[config.mk]
export PLATFORM = sky130hd
export DESIGN_NAME = counter_limit_shadowed
export DESIGN_NICKNAME = d
export VERILOG_FILES = /design/src/rtl/lcd_tim_pkg.sv /design/src/rtl/limit_shadow_reg.sv /design/src/rtl/counter_limit_shadowed.sv
export SDC_FILE = /design/constraint.sdc
export NUM_CORES = 1
export LEC_CHECK = 0
export ABC_AREA = 1
export CAP_MARGIN = 30
export CORE_UTILIZATION = 56
export DETAILED_ROUTE_END_ITERATION = 16
export PLACE_DENSITY = 0.93
export SYNTH_ARGS = -nofsm -noshare
export SYNTH_HDL_FRONTEND = slang
export SYNTH_SLANG_ARGS = --single-unit
[constraint.sdc]
create_clock -name iClk -period 6.8 [get_ports iClk]
set_clock_uncertainty 0.05 [all_clocks]
set_input_delay 1.36 -clock iClk [delete_from_list [all_inputs] [get_ports iClk]]
set_output_delay 1.36 -clock iClk [all_outputs]
set_load 0.02 [all_outputs]
[src/rtl/lcd_tim_pkg.sv]
// Shared definitions for the LCD timing counters: FSM state encoding and run modes.
package lcd_tim_pkg;

    typedef enum logic [1:0] {
        ST_IDLE = 2'd0,
        ST_RUN  = 2'd1,
        ST_DONE = 2'd2
    } state_e;

    localparam logic MODE_FREE    = 1'b0;
    localparam logic MODE_ONESHOT = 1'b1;

endpackage

[src/rtl/limit_shadow_reg.sv]
// Double-buffered period limit: writes land in a pending register and move to the
// active register only when the owner requests a transfer (period boundary or idle).
module limit_shadow_reg #(
    parameter int unsigned C_WIDTH       = 11,
    parameter int unsigned C_RESET_LIMIT = 0
) (
    input  logic               iClk,
    input  logic               iRst,
    input  logic [C_WIDTH-1:0] iLimit,
    input  logic               iLimitWr,
    input  logic               iXfer,
    output logic [C_WIDTH-1:0] oLimit
);

    localparam logic [C_WIDTH-1:0] RESET_LIMIT = C_WIDTH'(C_RESET_LIMIT);

    logic [C_WIDTH-1:0] active_q, active_d;
    logic [C_WIDTH-1:0] pending_q, pending_d;
    logic               valid_q, valid_d;

    // A write in a transfer cycle becomes the new pending value; the old one still moves.
    always_comb begin
        active_d  = active_q;
        pending_d = pending_q;
        valid_d   = valid_q;
        if (iXfer && valid_q) begin
            active_d = pending_q;
            valid_d  = 1'b0;
        end
        if (iLimitWr) begin
            pending_d = iLimit;
            valid_d   = 1'b1;
        end
    end

    always_ff @(posedge iClk or posedge iRst) begin
        if (iRst) begin
            active_q  <= RESET_LIMIT;
            pending_q <= RESET_LIMIT;
            valid_q   <= 1'b0;
        end else begin
            active_q  <= active_d;
            pending_q <= pending_d;
            valid_q   <= valid_d;
        end
    end

    assign oLimit = active_q;

endmodule

[src/rtl/counter_limit_shadowed.sv]
// Zero-to-limit counter with shadowed limit, free-run/one-shot modes and start/stop FSM.
// oTc is combinational so a chain of instances can cascade enables within one cycle.
module counter_limit_shadowed
    import lcd_tim_pkg::*;
#(
    parameter int unsigned C_WIDTH       = 11,
    parameter int unsigned C_RESET_LIMIT = 0
) (
    input  logic               iClk,
    input  logic               iRst,
    input  logic               iEn,
    input  logic               iStart,
    input  logic               iStop,
    input  logic               iOneShot,
    input  logic [C_WIDTH-1:0] iLimit,
    input  logic               iLimitWr,
    output logic [C_WIDTH-1:0] oCount,
    output logic               oTc,
    output logic               oBusy,
    output logic               oDone,
    output logic [C_WIDTH-1:0] oLimit
);

    state_e             state_q, state_d;
    logic [C_WIDTH-1:0] count_q, count_d;
    logic               mode_q, mode_d;
    logic [C_WIDTH-1:0] active_limit;
    logic [C_WIDTH-1:0] last_count;
    logic               xfer;

    limit_shadow_reg #(
        .C_WIDTH       (C_WIDTH),
        .C_RESET_LIMIT (C_RESET_LIMIT)
    ) u_limit (
        .iClk     (iClk),
        .iRst     (iRst),
        .iLimit   (iLimit),
        .iLimitWr (iLimitWr),
        .iXfer    (xfer),
        .oLimit   (active_limit)
    );

    // Limits 0 and 1 both give a single-state period, so P-1 saturates at zero.
    assign last_count = (active_limit == '0) ? '0 : active_limit - C_WIDTH'(1);
    assign oTc        = (state_q == ST_RUN) && iEn && (count_q == last_count);
    assign xfer       = (state_q != ST_RUN) || oTc;

    always_comb begin
        state_d = state_q;
        count_d = count_q;
        mode_d  = mode_q;
        case (state_q)
            ST_IDLE: begin
                count_d = '0;
                if (iStart && !iStop) begin
                    state_d = ST_RUN;
                    mode_d  = iOneShot;
                end
            end
            ST_RUN: begin
                if (iStop) begin
                    state_d = ST_IDLE;
                    count_d = '0;
                end else if (oTc) begin
                    count_d = '0;
                    if (mode_q == MODE_ONESHOT) state_d = ST_DONE;
                end else if (iEn) begin
                    count_d = count_q + C_WIDTH'(1);
                end
            end
            ST_DONE: begin
                count_d = '0;
                if (iStop) begin
                    state_d = ST_IDLE;
                end else if (iStart) begin
                    state_d = ST_RUN;
                    mode_d  = iOneShot;
                end
            end
            default: begin
                state_d = ST_IDLE;
                count_d = '0;
            end
        endcase
    end

    always_ff @(posedge iClk or posedge iRst) begin
        if (iRst) begin
            state_q <= ST_IDLE;
            count_q <= '0;
            mode_q  <= MODE_FREE;
        end else begin
            state_q <= state_d;
            count_q <= count_d;
            mode_q  <= mode_d;
        end
    end

    assign oCount = count_q;
    assign oBusy  = (state_q == ST_RUN);
    assign oDone  = (state_q == ST_DONE);
    assign oLimit = active_limit;

endmodule
After elaboration in Yosys (flattened, before gate mapping)
Cells that the tools add are included.
{"block": "totals", "register_bits": 37, "word_cells": 49, "output_inout_bits": 25}
{"block": "classes", "n_reduce_logical": 12, "eq_ne": 11, "addsub": 2, "muxes": 18}
{"cell": "two-way mux 11 bit", "count": 5}
{"cell": "two-way mux 2 bit", "count": 6}
{"cell": "adder 11 x 1 -> 11 bit (second input constant)", "count": 1}
{"cell": "== test 11 bit", "count": 1}
{"cell": "zero test 11 bit", "count": 1}
{"cell": "subtractor 11 x 1 -> 11 bit (second input constant)", "count": 1}
{"cell": "AND reduction 4 bit", "count": 2}
{"cell": "inequality test 2 bit (second input constant)", "count": 3}
{"cell": "inequality test 3 bit (second input constant)", "count": 2}
{"cell": "one-hot mux 2 bit (3 select lines)", "count": 1}
{"cell": "two-way mux 1 bit", "count": 5}
{"cell": "logical AND 1 bit", "count": 4}
{"cell": "inequality test 4 bit (second input constant)", "count": 1}
{"cell": "nonzero test 2 bit", "count": 2}
{"cell": "inequality test 3 x 2 -> 1 bit (second input constant)", "count": 1}
{"cell": "== test 2 x 1 -> 1 bit (second input constant)", "count": 1}
{"cell": "== test 2 bit (second input constant)", "count": 1}
{"cell": "zero test 2 bit", "count": 1}
{"cell": "inequality test 2 x 1 -> 1 bit (second input constant)", "count": 1}
{"cell": "one-hot mux 1 bit (2 select lines)", "count": 1}
{"cell": "zero test 1 bit", "count": 1}
{"cell": "logical OR 1 bit", "count": 1}

Logic depth before layout (Yosys ltp)
Gate-level depths: netlist of run 1.
{"block": "logic_depth", "word_depth": 8, "mapped_depth": 19, "depth_no_buf": 18}

Hierarchy
A second synthesis of run 1 with hierarchy kept.
{"block": "hier_totals", "hier_cells": 292, "area_unflattened_um2": 2148.3}
{"module": "counter_limit_shadowed", "seq_area_each_um2": 350.3, "cells_per_inst": 193, "instances": 1, "area_per_inst_um2": 1252.5}
{"module": "limit_shadow_reg", "seq_area_each_um2": 575.6, "cells_per_inst": 99, "instances": 1, "area_per_inst_um2": 895.9}

Worst setup path after synthesis of run 1
No wires, ideal clock.
{"block": "synth_path", "kind": "input to output", "from": "input port iEn", "to": "output port oTc", "cell_stages": 6, "slack_ns": 3.237, "arrival_ns": 2.153, "t_required_ns": 5.390, "path_buffers": 0, "cell_sequence": "inv_1 -> nor2_1 -> nand2_1 -> nor4_1 -> nand2_1 -> nor2_1"}
{"block": "synth_via", "elab_chain_cells": 2}
{"item": "from (decl)", "line": "counter_limit_shadowed.sv:11", "source": "input logic iEn,"}
{"item": "logical AND 1 bit (2 in a row)", "line": "counter_limit_shadowed.sv:45", "source": "assign oTc = (state_q == ST_RUN) && iEn && (count_q == last_count);"}
{"item": "to (decl)", "line": "counter_limit_shadowed.sv:18", "source": "output logic oTc,"}
No other way between the ends.

Worst setup path in the final report of run 1
Ends and elaborated chain as after synthesis.

==> results.json, run 1 <==
{
  "final_max_slew_viol_count": 0,
  "vdd_drop_max_uv": 227,
  "grt_usage_pct": 27.3,
  "slew-limit-headroom_pct": 68.9,
  "crit_buf_inv": 3,
  "r2r_cells": 15,
  "dieArea_um2": 4170,
  "die_width_um": 64.6,
  "grt_pass1_vias": 1999,
  "fillCellCount": 305,
  "holdPathEnd": "u_limit.pending_q[2]",
  "hold_viol": 0,
  "finalSetupViolCount": 0,
  "crit_type": "input port to output pin",
  "holdCritPathClass": "flip-flop to flip-flop",
  "worstSetupEndpointType": "output pin",
  "hold_path_depth": 2,
  "root_buffer": "clkbuf_8",
  "finalSetupTns_ns": 0,
  "rows": 22,
  "synth_cell_types": 27,
  "antenna_found_initial": 0,
  "num_antenna_cells": 0,
  "pin_count": 43,
  "worstPathMaxFanout": 4,
  "status": "complete, no violations",
  "start_util_pct": 59.0,
  "layout_common_cells": "nand2_1 (118), clkdlybuf4s50_1 (42), dfrtp_1 (37), nor2_1 (36), nand3_1 (35)",
  "cts_buffers": 5,
  "async_reset_ff_share_pct": 100,
  "drc_errors": 0,
  "final_nets": 374,
  "grt_overflow_total": 0,
  "die_h_um": 64.6,
  "syn-instance-count": 311,
  "detail-route-antenna-nets": 0,
  "crit_path_start_kind": "input port",
  "clk_path_buf_depth": 2,
  "path_delay_family": "buffers and inverters",
  "clkSlewWorstSetupHoldPaths_ns": 0.06,
  "finalCritPeriodShare_pct": 69.3,
  "totalWireLength_um": 4920,
  "synth_area_um2": 2190,
  "yosysWarnings": 0,
  "area_growth_pct": 23.9,
  "drt_iter0_markers": 169,
  "vias_per_cell": 5.20,
  "rsz0062_at_grt": "no",
  "cp-startpoint": "iEn",
  "crit_path_max_incr_delay_ns": 0.60,
  "final_common_cell": "nand2_1",
  "period_needed_ns": 4.71,
  "critPathArrivalTime_ns": 3.30,
  "synth_edf_count": 0,
  "hp-start": "u_limit.pending_q[2]",
  "crit_slowest_cell": "clkdlybuf4s50_1",
  "synth_fp_nets": 331,
  "cts_tree": "yes",
  "ctsResizeCount": 0,
  "place_hpwl_um": 3780,
  "numClockSinks": 37,
  "grt_max_degree": 38,
  "routed-via-count": 2091,
  "clock_latency_ns": 0.29,
  "holdWs_ns": 0.426,
  "power_density_nw_per_um2": 364,
  "holdBufCountCts": 0,
  "core_area_um2": 3720,
  "synthFlopType": "dfrtp_1",
  "ys_seq_area_share_pct": 42.2,
  "cts_setup_buffers": 0,
  "maxCapViolations": 0,
  "grt_pass1_wl_um": 8580,
  "drt_pre_antenna_iters": 4,
  "wl_per_cell_um": 12.2,
  "r2r_setup_slack_ns": 4.16,
  "ys_seq_elements": 37,
  "io_buffers": 42,
  "path_cells": "clkdlybuf4s50_1 > inv_1 > nor2_1 > nand2_1 > nor4_1 > nand2_1 > nor2_1 > clkdlybuf4s50_1",
  "timing.fmax_ghz": 0.212,
  "reg2reg_from": "u_limit.oLimit[0]",
  "leakagePower_nw": 1.36,
  "syn_avg_cell_area_um2": 7.05,
  "r2r_end": "u_limit.oLimit[0]",
  "gp_congestion": 0.899,
  "h-tree-depth": 2,
  "tightest_slew_ns": 0.466,
  "crit_required_ns": 5.39,
  "drive_gt1_share_pct": 5.65
}
report_power, final:
group | internal, W | switching (W)
logic | 0.000195 | 0.000315
registers | 0.000265 | 0.0000594
clock network | 0.0000804 | 0.0000727
state kept, by name (all words and copies together) (netlist names):
register           flops
u_limit.valid_q        1
u_limit.oLimit        11
state_q                2
u_limit.pending_q     11
mode_q                 1
oCount                11
synth_stat cells (2+ instances only):
master / number / area, um2
nand3_1: 35 / 175
buf_4: 2 / 15.0
dfrtp_1: 37 / 926
ha_1: 2 / 25.0
o21ai_0: 2 / 10.0
nor3_1: 4 / 20.0
nand2_2: 4 / 25.0
clkbuf_1: 2 / 7.51
nand3b_1: 2 / 15.0
xor2_1: 10 / 87.6
inv_1: 32 / 120
nand4_1: 8 / 50.1
nor2_2: 3 / 18.8
nand2_1: 118 / 443
nor4_1: 2 / 12.5
nor2_1: 36 / 135
buf_6: 2 / 22.5
logic make-up (layout without fill, tap and decap cells):
logic type | after synthesis | count (layout) | synth area share [%]
AO/OA/AOI/OAI | 4 | 4 | 0.913
XOR/XNOR | 11 | 11 | 4.39
adder cells (fa/ha/maj) | 2 | 2 | 1.14
buffers and inverters | 40 | 83 | 7.93
flip-flops | 37 | 37 | 42.2
multiplexers | 1 | 1 | 0.514
AND/OR/NAND/NOR | 216 | 216 | 42.9
layer usage:
layer	vias to the layer above	GRT usage, %	share of wire [%]
li1	1060	-	-
met4	0	8.33	1.6
met3	8	5.99	5.4
met2	69	48.8	50
met1	954	32.5	43
met5	-	0	0
worst max-delay path by stage:
stage	to	slack, ns	depth (start not counted)
after floorplan	oTc	3.24	6
after global placement	oTc	2.13	8
after detailed placement	oTc	2.11	8
after CTS	oTc	2.11	8
after global routing	oTc	2.00	8
final	oTc	2.09	8
tightest hold or removal path, delay by kind of cell (launching register included):
kind	cells	cell delay, ns
simple gates	2	0.10
flops	1	0.34
metrics by stage:
stage	power (W)	utilization (%)	cells	area, um2	setup WS (ns)
after detailed placement	0.000831	70.8	395	2630	2.11
after global placement	0.000809	70.8	395	2630	2.13
after floorplan	0.000680	-	311	2190	3.24
after CTS	0.000986	73.1	402	2720	2.11
final	0.000988	73.1	402	2720	2.09
after global routing	0.00107	73.1	402	2720	2.00
final cells by class:
type                            count  area (um2)  share of cell area (%)
Multi-Input combinational cell    234        1090                    40.2
Timing Repair Buffer               43         428                    15.8
Tap cell                           48        60.1                    2.21
Sequential cell                    37         926                    34.1
Clock buffer                        7        86.3                    3.18
Inverter                           33         124                    4.56
Power figures use the tool's default switching activity.
==> inputs of run 2 (changes only) <==
CORE_UTILIZATION = 47   (was 56)
PLACE_DENSITY = 0.84   (was 0.93)
clock period = 3.82 ns   (was 6.8 ns; I/O delays follow)
==> run 2 against run 1 <==
Net effect: wire length grew 1.6%; core utilization shrank 11 points; final area grew 0.55%; largest power group unchanged; highest routed layer unchanged.
==> results.json, run 2 (synthesis gave the netlist of run 1 again) <==
{
  "critPathArrivalTime_ns": 2.48,
  "final_common_cell": "nand2_1",
  "worstPathMaxFanout": 17,
  "r2r_end": "u_limit.oLimit[1]",
  "vdd_drop_max_uv": 393,
  "grt_overflow_total": 0,
  "area_growth_pct": 24.6,
  "hold_path_depth": 2,
  "leakagePower_nw": 1.37,
  "place_hpwl_um": 3680,
  "fin_util_pct": 61.9,
  "finalSetupViolCount": 0,
  "die_width_um": 70.3,
  "grt_usage_pct": 21.9,
  "wl_per_cell_um": 12.3,
  "stdcell_area_um2": 2730,
  "wl_met2_um": 2430,
  "clk_path_buf_depth": 2,
  "maxCapViolations": 0,
  "crit_slowest_cell": "dfrtp_1",
  "tightest_slew_ns": 0.470,
  "clkSlewWorstSetupHoldPaths_ns": 0.07,
  "critPathMostFrequentCell": "nand2_1",
  "holdWs_ns": 0.428,
  "num_antenna_cells": 0,
  "hp-start": "u_limit.pending_q[3]",
  "total_power_w": 0.00176,
  "drt_pre_antenna_iters": 5,
  "grt_max_degree": 38,
  "crit_path_max_incr_delay_ns": 0.39,
  "post_dp_cell_area_um2": 2640,
  "cts_tree": "yes",
  "routed-via-count": 2119,
  "core_area_um2": 4410,
  "totalWireLength_um": 5000,
  "die_h_um": 70.3,
  "layout_common_cells": "nand2_1 (118), clkdlybuf4s50_1 (41), dfrtp_1 (37), nor2_1 (36), nand3_1 (35)",
  "topRoutingLayerUsed": "met4",
  "h-tree-depth": 2,
  "worstSetupEndpointType": "output pin",
  "finalCritPeriodShare_pct": 86.3,
  "grt_pass1_vias": 1942,
  "holdPathEnd": "u_limit.pending_q[3]",
  "holdBufCountCts": 0,
  "start_util_pct": 49.7,
  "holdCritPathClass": "flip-flop to flip-flop",
  "grt_pass1_wl_um": 8490,
  "vias_per_cell": 5.21,
  "multiInputGateArea_um2": 1100,
  "rsz0062_at_grt": "no",
  "dieArea_um2": 4940,
  "finalSetupTns_ns": 0,
  "drive_gt1_share_pct": 6.20,
  "timing.fmax_ghz": 0.303,
  "rows": 24,
  "r2r_cells": 15,
  "power_density_nw_per_um2": 645,
  "wl_met1_um": 2210,
  "crit_type": "flip-flop to output pin",
  "slew-limit-headroom_pct": 68.7,
  "reg2reg_from": "u_limit.oLimit[0]",
  "pin_count": 43,
  "antenna_found_initial": 0,
  "io_buffers": 42,
  "numClockSinks": 37,
  "final_nets": 374,
  "cts_buffers": 5,
  "gp_congestion": 0.874,
  "final_max_slew_viol_count": 0,
  "seqCellArea_um2": 926,
  "r2r_setup_slack_ns": 1.18,
  "clock_latency_ns": 0.30,
  "routed-wl-met3_um": 273,
  "drt_iter0_markers": 172,
  "drc_errors": 0,
  "crit_required_ns": 3.01,
  "period_needed_ns": 3.29,
  "status": "complete, no violations",
  "path_cells": "inv_1 > ha_1 > nand2_2 > nor2_4 > nand2_4 > nand3_1 > nand2_1 > nor4_2 > nand2_1 > nor2_1 > dlymetal6s2s_1",
  "crit_path_start_kind": "flip-flop",
  "root_buffer": "clkbuf_8",
  "detail-route-antenna-nets": 0,
  "fillCellCount": 391,
  "hold_viol": 0
}
## run 2: cell count changes in the layout (fill, tap and decap cells not counted)
| cell | change |
|---|---|
| clkinvlp_4 | +2 |
| clkbuf_8 | -1 |
| dlymetal6s2s_1 | +1 |
| clkdlybuf4s50_1 | -1 |
| nor4_1 | -1 |
| nor4_2 | +1 |
## run 2: critical path, delay by kind of cell (launching register included)
kind / cells / cell delay, ns
and+or+nand+nor: 8 / 1.13
DFF: 1 / 0.39
buffers and inverters: 2 / 0.37
adders and majority gates: 1 / 0.29
## run 2: final cells by class
type	count	share of cell area, %
Timing Repair Buffer	43	15.8
Sequential cell	37	33.9
Clock inverter	2	0.550
Clock buffer	6	2.66
Multi-Input combinational cell	234	40.2
Inverter	33	4.54
Tap cell	52	2.38
## run 2: through the flow
step	cells	setup slack (ns)
2_1_floorplan	311	0.968
5_1_grt	407	0.299
4_1_cts	407	0.116
3_3_place_gp	399	0.345
6_report	407	0.525
3_5_place_dp	399	0.323
## run 2: where the power goes
part / switching [W] / total, W / internal, W
Sequential: 0.000103 / 0.000575 / 0.000472
Clock: 0.000150 / 0.000279 / 0.000129
Combinational: 0.000561 / 0.000908 / 0.000347
## run 2: how the worst max path moves through the flow
stage                       from   to  slack, ns  cells past startpoint
4_1_cts        u_limit.oLimit[0]  oTc       0.12                     11
6_report       u_limit.oLimit[0]  oTc       0.53                     11
2_1_floorplan  u_limit.oLimit[0]  oTc       0.97                     11
5_1_grt        u_limit.oLimit[0]  oTc       0.30                     11
3_5_place_dp                 iEn  oTc       0.32                      8
3_3_place_gp                 iEn  oTc       0.34                      8
## run 2: what timing repair did
| action | CTS | global route |
|---|---|---|
| hold endpoints to repair | 0 | 0 |
| buffers inserted | 0 | 0 |
| resized for setup | 0 | 2 |
| setup endpoints to repair | 0 | 1 |
## run 2: per-layer routing
metal  vias up  global-route usage, %
met5         -                      0
met4         0                   8.00
met3        10                   5.34
met2        66                   35.9
met1       977                   27.9
li1       1066                      -
==> inputs of run 3 (changes only) <==
GPL_ROUTABILITY_DRIVEN = 0   (was unset)
==> run 3 against run 2 <==
Net effect: non-clock buffer count is the same; via count shrank 1.2%; critical path depth is the same; wire length shrank 3.8%; power shrank 0.98%; register-to-register slack gained 0.09 ns; sequential share of layout area is essentially flat; final cell count is the same; die area is the same; global-route usage shrank 0.11 points; clock-buffer cell count is the same; clock power shrank 1%; critical path type unchanged; highest routed layer unchanged.
==> results.json, run 3 (synthesis gave the netlist of run 1 again) <==
{
  "area_growth_pct": 24.7,
  "grt_max_degree": 38,
  "layout_common_cells": "nand2_1 (118), clkdlybuf4s50_1 (41), dfrtp_1 (37), nor2_1 (36), nand3_1 (35)",
  "crit_path_start_kind": "flip-flop",
  "dieArea_um2": 4940,
  "io_buffers": 42,
  "period_needed_ns": 3.23,
  "stdcell_area_um2": 2730,
  "cts_tree": "yes",
  "die_h_um": 70.3,
  "crit_path_max_incr_delay_ns": 0.40,
  "slew-limit-headroom_pct": 69.5,
  "vdd_drop_max_uv": 314,
  "critPathMostFrequentCell": "nand2_1",
  "antenna_found_initial": 0,
  "timing.fmax_ghz": 0.309,
  "finalSetupViolCount": 0,
  "place_hpwl_um": 3650,
  "die_width_um": 70.3,
  "rsz0062_at_grt": "no",
  "totalWireLength_um": 4810,
  "finalSetupTns_ns": 0,
  "clk_path_buf_depth": 2,
  "crit_slowest_cell": "dfrtp_1",
  "num_antenna_cells": 0,
  "status": "complete, no violations",
  "holdCritPathClass": "flip-flop to flip-flop",
  "final_nets": 374,
  "grt_overflow_total": 0,
  "drc_errors": 0,
  "root_buffer": "clkbuf_8",
  "crit_buf_inv": 2,
  "grt_pass1_vias": 1939,
  "final_max_slew_viol_count": 0,
  "wl_per_cell_um": 11.8,
  "post_dp_cell_area_um2": 2640,
  "cts_setup_buffers": 0,
  "worstPathMaxFanout": 17,
  "path_cells": "inv_1 > ha_2 > nand2_2 > nor2_4 > nand2_4 > nand3_1 > nand2_1 > nor4_2 > nand2_1 > nor2_1 > dlymetal6s2s_1",
  "crit_required_ns": 3.01,
  "vias_per_cell": 5.14,
  "numClockSinks": 37,
  "clock_latency_ns": 0.30,
  "tightest_slew_ns": 0.458,
  "leakagePower_nw": 1.37,
  "hold_viol": 0,
  "crit_type": "flip-flop to output pin",
  "pin_count": 43,
  "routed-via-count": 2094,
  "finalCritPeriodShare_pct": 84.7,
  "maxCapViolations": 0,
  "power_density_nw_per_um2": 638,
  "grt_pass1_wl_um": 8490,
  "detail-route-antenna-nets": 0,
  "h-tree-depth": 2,
  "drive_gt1_share_pct": 6.48,
  "drt_iter0_markers": 125,
  "core_area_um2": 4410,
  "cts_buffers": 5,
  "start_util_pct": 49.7,
  "critPathArrivalTime_ns": 2.42,
  "drt_pre_antenna_iters": 4,
  "holdWs_ns": 0.424,
  "final_common_cell": "nand2_1",
  "rows": 24,
  "worstSetupEndpointType": "output pin",
  "grt_usage_pct": 21.8,
  "path_delay_family": "simple AND/OR/NAND/NOR gates",
  "clkSlewWorstSetupHoldPaths_ns": 0.07
}
-- run 3: cell counts in the layout (fill, tap and decap cells not counted) --
Identical to the previous run, type by type.
-- run 3: area by class of cell --
cell class              instances  area [um2]
flip-flops and latches         37         926
repair buffers                 43         430
inverters                      33         124
well taps                      52        65.1
clock buffers                   6        72.6
multi-input cells             234        1100
clock inverters                 2        15.0
fillers                       396        1680
-- run 3: worst min-delay path, delay by kind of cell (launching register included) --
family | cells | cell delay, ns
simple gates | 2 | 0.09
flops | 1 | 0.35
-- run 3: stage by stage --
stage	setup WS (ns)	utilization (%)	cells	total power, W
after floorplan	0.968	-	311	0.00121
after global placement	0.349	59.7	399	0.00144
after detailed placement	0.328	59.7	399	0.00146
after CTS	0.121	61.7	407	0.00174
after global routing	0.360	61.9	407	0.00189
final	0.586	61.9	407	0.00174
-- run 3: where the power goes --
part | switching, W | leakage [nW] | internal, W | total, W
Combinational | 0.000546 | 0.856 | 0.000349 | 0.000894
Clock | 0.000146 | 0.0374 | 0.000128 | 0.000275
Sequential | 0.000104 | 0.474 | 0.000472 | 0.000576
Total | 0.000796 | 1.37 | 0.000949 | 0.00174
-- run 3: timing repair --
action / in CTS / in global routing
resized for setup: 0 / 3
hold buffers: 0 / 0
endpoints found under the setup margin: 0 / 1
-- run 3: final timing paths --
| path | startpoint | end | slack [ns] | cells after the start |
|---|---|---|---|---|
| max | u_limit.oLimit[0] | oTc | 0.59 | 11 |
| min | u_limit.pending_q[2] | u_limit.pending_q[2] | 0.42 | 2 |
| max reg2reg | u_limit.oLimit[0] | u_limit.oLimit[1] | 1.27 | 15 |
| min reg2reg | u_limit.pending_q[2] | u_limit.pending_q[2] | 0.42 | 2 |
| max in group asynchronous | iRst | oCount[5] | 2.58 | 3 |
| min in group asynchronous | iRst | u_limit.pending_q[3] | 0.82 | 3 |
-- run 3: layer usage --
layer / vias to the layer above / wire [um] / track usage (%)
li1: 1058 / - / -
met1: 969 / 2150 / 27.1
met2: 58 / 2360 / 36.2
met3: 9 / 202 / 4.76
met4: 0 / 102 / 9.33
met5: - / 0 / 0
